==> src/rtl/mcu_pkg.sv <==
// rtl/mcu_pkg.sv - opcodes, FSM state codes, ALU op codes and decode helpers for multicycle_control_unit
package mcu_pkg;

  localparam logic [6:0] OPC_R   = 7'b1110011;
  localparam logic [6:0] OPC_I   = 7'b0011111;
  localparam logic [6:0] OPC_LW  = 7'b1000011;
  localparam logic [6:0] OPC_SW  = 7'b1100011;
  localparam logic [6:0] OPC_BR  = 7'b1101011;
  localparam logic [6:0] OPC_LUI = 7'b0110000;

  localparam logic [2:0] ST_FETCH  = 3'd0;
  localparam logic [2:0] ST_DECODE = 3'd1;
  localparam logic [2:0] ST_EXEC   = 3'd2;
  localparam logic [2:0] ST_MEM    = 3'd3;
  localparam logic [2:0] ST_WB     = 3'd4;
  localparam logic [2:0] ST_TRAP   = 3'd5;

  localparam logic [3:0] ALU_ADD   = 4'b0000;
  localparam logic [3:0] ALU_SUB   = 4'b0001;
  localparam logic [3:0] ALU_AND   = 4'b0010;
  localparam logic [3:0] ALU_OR    = 4'b0011;
  localparam logic [3:0] ALU_XOR   = 4'b0100;
  localparam logic [3:0] ALU_SRA   = 4'b0101;
  localparam logic [3:0] ALU_SLL   = 4'b0110;
  localparam logic [3:0] ALU_SLT   = 4'b0111;
  localparam logic [3:0] ALU_PASSB = 4'b1000;

  // Unlisted R/I function codes and unknown opcodes fall back to ADD.
  function automatic logic [3:0] alu_decode(input logic [6:0] opc, input logic [2:0] f3,
                                            input logic [6:0] f7);
    logic [3:0] op;
    op = ALU_ADD;
    case (opc)
      OPC_R: begin
        case ({f3, f7})
          {3'b000, 7'b0000000}: op = ALU_AND;
          {3'b001, 7'b0000000}: op = ALU_ADD;
          {3'b001, 7'b0100000}: op = ALU_SUB;
          {3'b010, 7'b0000000}: op = ALU_OR;
          {3'b100, 7'b0000000}: op = ALU_XOR;
          {3'b101, 7'b0000000}: op = ALU_SRA;
          {3'b110, 7'b0000000}: op = ALU_SLL;
          {3'b111, 7'b0000000}: op = ALU_SLT;
          default:              op = ALU_ADD;
        endcase
      end
      OPC_I: begin
        case (f3)
          3'b001:  op = ALU_OR;
          3'b010:  op = ALU_XOR;
          default: op = ALU_ADD;
        endcase
      end
      OPC_BR:  op = ALU_SUB;
      OPC_LUI: op = ALU_PASSB;
      default: op = ALU_ADD;
    endcase
    return op;
  endfunction

  function automatic logic alu_src_decode(input logic [6:0] opc);
    return (opc == OPC_I) || (opc == OPC_LW) || (opc == OPC_SW) || (opc == OPC_LUI);
  endfunction

endpackage

==> src/rtl/mcu_imm_gen.sv <==
// rtl/mcu_imm_gen.sv - combinational immediate extractor, sign-extends I/S/B/U immediates to XLEN
module mcu_imm_gen
  import mcu_pkg::*;
#(
  parameter int XLEN = 32
) (
  input  logic [31:0]     instr,
  output logic [XLEN-1:0] imm
);

  always_comb begin
    imm = '0;
    case (instr[6:0])
      OPC_I, OPC_LW: imm = XLEN'(signed'(instr[31:20]));
      OPC_SW:        imm = XLEN'(signed'({instr[31:25], instr[11:7]}));
      OPC_BR:        imm = XLEN'(signed'({instr[31], instr[7], instr[30:25], instr[11:8], 1'b0}));
      OPC_LUI:       imm = XLEN'(signed'({instr[31:12], 12'b0}));
      default:       imm = '0;
    endcase
  end

endmodule

==> src/rtl/multicycle_control_unit.sv <==
// rtl/multicycle_control_unit.sv - FETCH/DECODE/EXEC/MEM/WB control FSM with ready handshakes
// MCU_ILLEGAL_TRAP_EN: unknown opcodes park the FSM in TRAP with sticky illegal_o instead of retiring as NOP
module multicycle_control_unit
  import mcu_pkg::*;
#(
  parameter int XLEN  = 32,
  parameter int CNT_W = 32
) (
  input  logic             clk,
  input  logic             rst_n,
  input  logic [31:0]      instr_i,
  input  logic             if_ready_i,
  input  logic             mem_ready_i,
  input  logic             zero_i,
  input  logic             lt_i,
  output logic             if_req_o,
  output logic             ir_we_o,
  output logic             pc_we_o,
  output logic             pc_src_o,
  output logic             reg_we_o,
  output logic             alu_src_o,
  output logic [3:0]       alu_op_o,
  output logic             mem_req_o,
  output logic             mem_we_o,
  output logic             mem_to_reg_o,
  output logic [XLEN-1:0]  imm_ext_o,
  output logic             illegal_o,
  output logic [CNT_W-1:0] instret_o
);

  logic [2:0]       state, state_nx;
  logic [31:0]      ir;
  logic [CNT_W-1:0] instret;
  logic             retire;

  logic [6:0] opc;
  logic [2:0] f3;
  logic       is_lw, is_sw, is_br, goes_wb, taken;
  logic [3:0] dec_op;
  logic       dec_src;

  assign opc     = ir[6:0];
  assign f3      = ir[14:12];
  assign is_lw   = (opc == OPC_LW);
  assign is_sw   = (opc == OPC_SW);
  assign is_br   = (opc == OPC_BR);
  assign goes_wb = (opc == OPC_R) || (opc == OPC_I) || (opc == OPC_LUI);
  assign taken   = is_br && (((f3 == 3'b000) && zero_i) || ((f3 == 3'b001) && lt_i));
  assign dec_op  = alu_decode(opc, f3, ir[31:25]);
  assign dec_src = alu_src_decode(opc);

  mcu_imm_gen #(.XLEN(XLEN)) u_imm_gen (
    .instr (ir),
    .imm   (imm_ext_o)
  );

  always_comb begin
    state_nx     = state;
    retire       = 1'b0;
    if_req_o     = 1'b0;
    ir_we_o      = 1'b0;
    pc_we_o      = 1'b0;
    pc_src_o     = 1'b0;
    reg_we_o     = 1'b0;
    alu_src_o    = 1'b0;
    alu_op_o     = ALU_ADD;
    mem_req_o    = 1'b0;
    mem_we_o     = 1'b0;
    mem_to_reg_o = 1'b0;
    case (state)
      ST_FETCH: begin
        if_req_o = 1'b1;
        if (if_ready_i) begin
          ir_we_o  = 1'b1;
          pc_we_o  = 1'b1;
          state_nx = ST_DECODE;
        end
      end
      ST_DECODE: state_nx = ST_EXEC;
      ST_EXEC: begin
        alu_op_o     = dec_op;
        alu_src_o    = dec_src;
        mem_to_reg_o = is_lw;
        if (goes_wb) begin
          state_nx = ST_WB;
        end else if (is_lw || is_sw) begin
          state_nx = ST_MEM;
        end else if (is_br) begin
          pc_src_o = 1'b1;
          pc_we_o  = taken;
          retire   = 1'b1;
          state_nx = ST_FETCH;
        end else begin
`ifdef MCU_ILLEGAL_TRAP_EN
          state_nx = ST_TRAP;
`else
          retire   = 1'b1;
          state_nx = ST_FETCH;
`endif
        end
      end
      ST_MEM: begin
        alu_op_o     = dec_op;
        alu_src_o    = dec_src;
        mem_to_reg_o = is_lw;
        mem_req_o    = 1'b1;
        mem_we_o     = is_sw;
        if (mem_ready_i) begin
          retire   = is_sw;
          state_nx = is_sw ? ST_FETCH : ST_WB;
        end
      end
      ST_WB: begin
        alu_op_o     = dec_op;
        alu_src_o    = dec_src;
        mem_to_reg_o = is_lw;
        reg_we_o     = 1'b1;
        retire       = 1'b1;
        state_nx     = ST_FETCH;
      end
      ST_TRAP: state_nx = ST_TRAP;
      default: state_nx = ST_FETCH;
    endcase
    // Outputs go quiet the moment reset asserts, even mid-handshake.
    if (!rst_n) begin
      retire       = 1'b0;
      if_req_o     = 1'b0;
      ir_we_o      = 1'b0;
      pc_we_o      = 1'b0;
      pc_src_o     = 1'b0;
      reg_we_o     = 1'b0;
      alu_src_o    = 1'b0;
      alu_op_o     = ALU_ADD;
      mem_req_o    = 1'b0;
      mem_we_o     = 1'b0;
      mem_to_reg_o = 1'b0;
    end
  end

  always_ff @(posedge clk or negedge rst_n) begin
    if (!rst_n) begin
      state   <= ST_FETCH;
      ir      <= '0;
      instret <= '0;
    end else begin
      state <= state_nx;
      if (ir_we_o) ir <= instr_i;
      if (retire) instret <= instret + CNT_W'(1);
    end
  end

  assign instret_o = instret;

`ifdef MCU_ILLEGAL_TRAP_EN
  logic illegal_q;

  always_ff @(posedge clk or negedge rst_n) begin
    if (!rst_n) illegal_q <= 1'b0;
    else if (state == ST_EXEC && state_nx == ST_TRAP) illegal_q <= 1'b1;
  end

  assign illegal_o = illegal_q;
`else
  assign illegal_o = 1'b0;
`endif

endmodule

==> config.mk <==
export PLATFORM = sky130hd
export DESIGN_NAME = multicycle_control_unit
export DESIGN_NICKNAME = d
export VERILOG_FILES = /design/src/rtl/mcu_pkg.sv /design/src/rtl/mcu_imm_gen.sv /design/src/rtl/multicycle_control_unit.sv
export SDC_FILE = /design/constraint.sdc
export NUM_CORES = 1
export LEC_CHECK = 0
export ABC_CLOCK_PERIOD_IN_PS = 2400
export BUFFER_PORTS_ARGS = -buffer_cell sky130_fd_sc_hd__buf_4
export CAP_MARGIN = 20
export CORE_MARGIN = 4
export CORE_UTILIZATION = 52
export DETAILED_ROUTE_END_ITERATION = 8
export PLACE_DENSITY_LB_ADDON = 0.05
export SLEW_MARGIN = 20
export SYNTH_ARGS = -nofsm -noshare
export SYNTH_HDL_FRONTEND = slang
export SYNTH_HIERARCHICAL = 1
export SYNTH_SLANG_ARGS = --single-unit
==> constraint.sdc <==
create_clock -name clk -period 2.4 [get_ports clk]
set_input_delay 0.12 -clock clk [delete_from_list [all_inputs] [get_ports clk]]
set_output_delay 0.12 -clock clk [all_outputs]
set_load 0.02 [all_outputs]
After elaboration in Yosys (flattened, before gate mapping)
Index checks and enable logic that the tools add are counted.

Input bits: 38. Word-level logic and storage cells: 83. Output and inout port bits: 78. Flip-flop bits (word level): 67.

Reductions and logical operators: 16. Equality and inequality tests: 21. Add/subtract/negate cells: 1. Mux-type cells: 42.

Operators with widths (count): case mux 32 bit (4 select lines) (1); equality test 10 bit (second input constant) (4); adder 32 x 1 -> 32 bit (second input constant) (1); equality test 7 bit (second input constant) (4); 2-to-1 mux 1 bit (28); case mux 3 bit (7 select lines) (1); case mux 4 bit (4 select lines) (1); case mux 3 bit (5 select lines) (1); 2-to-1 mux 3 bit (4); equality test 10 x 8 -> 1 bit (second input constant) (1); equality test 10 x 9 -> 1 bit (second input constant) (1); logical NOT 10 bit (1); equality test 3 x 2 -> 1 bit (second input constant) (3); 2-to-1 mux 4 bit (2); equality test 7 x 5 -> 1 bit (second input constant) (1); equality test 7 x 6 -> 1 bit (second input constant) (1); logical OR 1 bit (7); equality test 3 x 1 -> 1 bit (second input constant) (2); equality test 3 bit (second input constant) (2); logical NOT 3 bit (2); case mux 3 bit (2 select lines) (1); inequality test 2 bit (second input constant) (2); logical AND 1 bit (3); case mux 1 bit (3 select lines) (1); other kinds (5) (5).

Depth between registers and ports, before layout
Depth after elaboration: 9. Mapped depth: 7. Gate-level depth less buffers: 5.

By module
Netlist, hierarchy kept.

By module, submodules not included: multicycle_control_unit (area each 3258.1 µm², seq. area each 1676.6 µm², times used 1, cells each 273); mcu_imm_gen (area each 523.0 µm², seq. area each 0.0 µm², times used 1, cells each 78).

Worst setup path after synthesis
OpenSTA, ideal clock, no wires.

Path type: reg2out. From: register ir[3]. To: output port imm_ext_o[13]. Buffers on the path: 2. Data required time: 2.280 ns. Stages on the path, launching flop included: 6. Slack: 0.482 ns. Data arrival time: 1.798 ns. Cell sequence: dfrtp_1 or4b_4 a2111o_1 buf_6 buf_8 nand3_2.

Word-level cells in the longest chain between the ends: 3. Elaborated cells between the ends (all ways): 7. Classes of those cells: eq/ne: 5; mux: 1; reduce/logical: 1.

Ends and longest elaborated chain: start: declaration (RTL line multicycle_control_unit.sv:32) `logic [31:0] ir;`; start signal: assignment (RTL line multicycle_control_unit.sv:147) `if (ir_we_o) ir <= instr_i;`; equality test 7 bit / equality test 7 x 5 -> 1 bit (equally long branches) (RTL line mcu_imm_gen.sv:13) `case (instr[6:0])`; OR reduction 2 bit (RTL line mcu_imm_gen.sv:13); case mux 32 bit (4 select lines) * (RTL line mcu_imm_gen.sv:13); end: declaration (RTL line multicycle_control_unit.sv:26) `output logic [XLEN-1:0] imm_ext_o,`.

Every way passes the cells marked *; elsewhere a longest branch is shown, timed or not.

Worst setup path in the final report
From: register ir[3]. To: output port imm_ext_o[11].

Same word-level chain as after synthesis.

==> flow_metrics.env <==
export IMPL_drv_slew=0
export IMPL_synth_largest_area_cell="dfrtp_1"
export IMPL_worstHoldPathType="in2reg"
export IMPL_maxCapViolCount=0
export IMPL_finalWorstSetupSlack_ns=0.0358
export IMPL_dieWidth_um=93.3
export IMPL_numCtsBuffers=9
export IMPL_core_area_um2=6940
export IMPL_rows=30
export IMPL_outcome="complete, no violations"
export IMPL_synthSimpleGateAreaFrac=0.260
export IMPL_powerDensity_nw_per_um2=447
export IMPL_synthTopCellsByCount="67 x dfrtp_1, 39 x nand3_1, 35 x mux2_2"
export IMPL_final_hold_viol_count=0
export IMPL_p_leak_nw=2.57
export IMPL_startpoint_type="register"
export IMPL_dp_slack_ns=0.141
export IMPL_area_growth_pct=35.0
export IMPL_initial_core_util=0.545
export IMPL_postRouteAntennaNets=0
export IMPL_clk_pin_slew_worst_paths_ns=0.08
export IMPL_root_buffer="clkbuf_8"
export IMPL_place_gp_congestion=0.812
export IMPL_grt_overflow=0
export IMPL_synthesis_nets=390
export IMPL_grt_max_degree=44
export IMPL_drt_iter0_drc=202
export IMPL_synth_warnings=6
export IMPL_synth_top_area_share=0.443
export IMPL_design_portCount=116
export IMPL_synthAdderAreaFrac=0.00331
export IMPL_fin_crit_ns=2.36
export IMPL_fp_dieH_um=93.3
export IMPL_antenna_found_initial=0
export IMPL_synth_seq_cells=67
export IMPL_whs_ns=0.00374
export IMPL_yosysSeqAreaShare=0.443
export IMPL_min_period_over_period=0.985
export IMPL_synthFlopType="dfrtp_1"
export IMPL_via_per_inst=5.65
export IMPL_syn_area_per_cell_um2=10.8
export IMPL_num_antenna_cells=0
export IMPL_vdd_drop_max_v=0.000336
export IMPL_synth_edf_count=0
export IMPL_cts_sinks=67
export IMPL_ys_types=61
export IMPL_die_area_um2=8700
export IMPL_synth_top_family_by_area="simple AND/OR/NAND/NOR gates"
export IMPL_fin_nets=520
export IMPL_htree_levels=3
export IMPL_grt_pass1_wl_mm=15.9
export IMPL_drtPass1Iterations=4
export IMPL_dpl_hpwl_mm=7.01
export IMPL_io_buffers=114
export IMPL_fillers=529
export IMPL_synthMuxAreaShare=0.107
export IMPL_critical_path_class="reg2out"
export IMPL_fin_total_pwr_w=0.00228
export IMPL_synth_compound_area_frac=0.0702
export IMPL_worst_pin_slew_ns=0.545
export IMPL_grt_pass1_vias=3227
export IMPL_synthTopCellsByArea="dfrtp_1 44%, mux2_2 10%, xnor2_1 6.9%"
export IMPL_drc=0
export IMPL_rsz0062_at_grt="true"
export IMPL_fmax_mhz=423
export IMPL_worstSkewPairLatency_ns=0.35
export IMPL_async_flop_share=1.00
export IMPL_clk_path_buf_depth=2
export IMPL_dr_total_vias=3291
export IMPL_yosysMostFrequentCell="dfrtp_1"
export IMPL_syn_cell_area_um2=3780
export IMPL_final_setup_viol_count=0
export IMPL_synth_xor_area_frac=0.0718
export IMPL_grt_util_all_layers=0.231
export IMPL_path_max_fanout=20
export IMPL_required_ns=2.28
export IMPL_wire_per_inst_um=17.1
export IMPL_cts_tree="yes"
export IMPL_end_kind="primary output"
export IMPL_worstPathArrival_ns=2.24
export IMPL_wl_mm=9.96
export IMPL_skew_ns=0.00675
export IMPL_syn_inst=351
export IMPL_relSlewSlack=0.637
export IMPL_drive_gt1_frac=0.438
==> report_power, final <==
group          total [W]  switching (W)  leakage, nW  internal (W)
Combinational   0.000151      0.0000644         1.57     0.0000869
Clock           0.000955       0.000448       0.0987      0.000507
Sequential       0.00117      0.0000252        0.903       0.00115
==> what timing repair did <==
item | 4_1_cts | 5_1_grt
buffers inserted | 0 | 1
resized for setup | 4 | 8
hold buffers | 9 | 5
pin swaps | 1 | 0
endpoints found under the setup margin | 6 | 41
endpoints found under the hold margin | 75 | 5
==> path summary, 6_finish.rpt <==
check	cells past startpoint	to	slack [ns]	start
max	5	imm_ext_o[11]	0.04	ir[3]$_DFFE_PN0P_
min	2	ir[1]$_DFFE_PN0P_	0.004	instr_i[1]
max reg2reg	4	instret_o[1]$_DFFE_PN0P_	0.28	ir[6]$_DFFE_PN0P_
min reg2reg	1	instret_o[31]$_DFFE_PN0P_	0.48	instret_o[31]$_DFFE_PN0P_
max in group asynchronous	3	ir[2]$_DFFE_PN0P_	1.53	rst_n
min in group asynchronous	2	state[1]$_DFFE_PN0P_	0.11	rst_n
==> cell type report <==
| type | count | area (µm²) | share of cell area |
|---|---|---|---|
| well taps | 96 | 120 | 0.0235 |
| inverters | 4 | 15.0 | 0.00294 |
| clock inverters | 6 | 63.8 | 0.0125 |
| clock buffers | 10 | 138 | 0.0270 |
| flip-flops and latches | 67 | 1680 | 0.329 |
| repair buffers | 142 | 1120 | 0.219 |
| multi-input cells | 257 | 1970 | 0.386 |
==> layer usage <==
layer / vias to the layer above / wire length, µm / track usage
met3: 19 / 547 / 0.0563
met2: 94 / 5110 / 0.396
li1: 1549 / - / -
met5: - / 0 / 0
met4: 0 / 200 / 0.0647
met1: 1629 / 4110 / 0.289
==> cells by family after synthesis <==
kind of cell,after synthesis
AOI/OAI and AO/OA,36
xor gates and xnor gates,31
adders and majority gates,1
buffers and inverters,27
DFF,67
muxes,36
other,1
and+or+nand+nor,152
==> stage by stage <==
step                instances  area [µm²]  TNS, ns   util
CTS                       576        5020        0  0.723
finish                    582        5100        0  0.735
global route              582        5100  -0.0354  0.735
global placement          551        4720        0  0.679
detailed placement        551        4720        0  0.679
floorplan                 351        3780        0      -
==> sequential cells by signal (all words and copies together) (netlist names) <==
| register | count |
|---|---|
| ir | 32 |
| state | 3 |
| instret_o | 32 |
==> placed cells by master, fill, tap and decap left out, types with 3 or more instances in the layout <==
master / instances
a21oi_1: 5
a22o_1: 4
and2_1: 3
and3_1: 10
buf_4: 126
clkbuf_8: 10
dfrtp_1: 63
dfrtp_2: 4
dlygate4sd3_1: 14
inv_1: 4
mux2_2: 35
nand2_1: 17
nand3_1: 39
nand3_2: 10
nand4_1: 18
nand4_2: 3
nand4b_1: 7
nor2_1: 12
nor3_1: 3
nor3b_1: 5
o21a_1: 9
o21ai_0: 3
xnor2_1: 30
==> worst max-delay path, stage by stage, from the launching register on <==
cell	delay [ns]
dfrtp_2	0.46
or4b_4	0.54
a2111o_1	0.42
buf_12	0.18
or2b_1	0.17
buf_6	0.12
No activity file was read; power rests on OpenSTA's default activity.
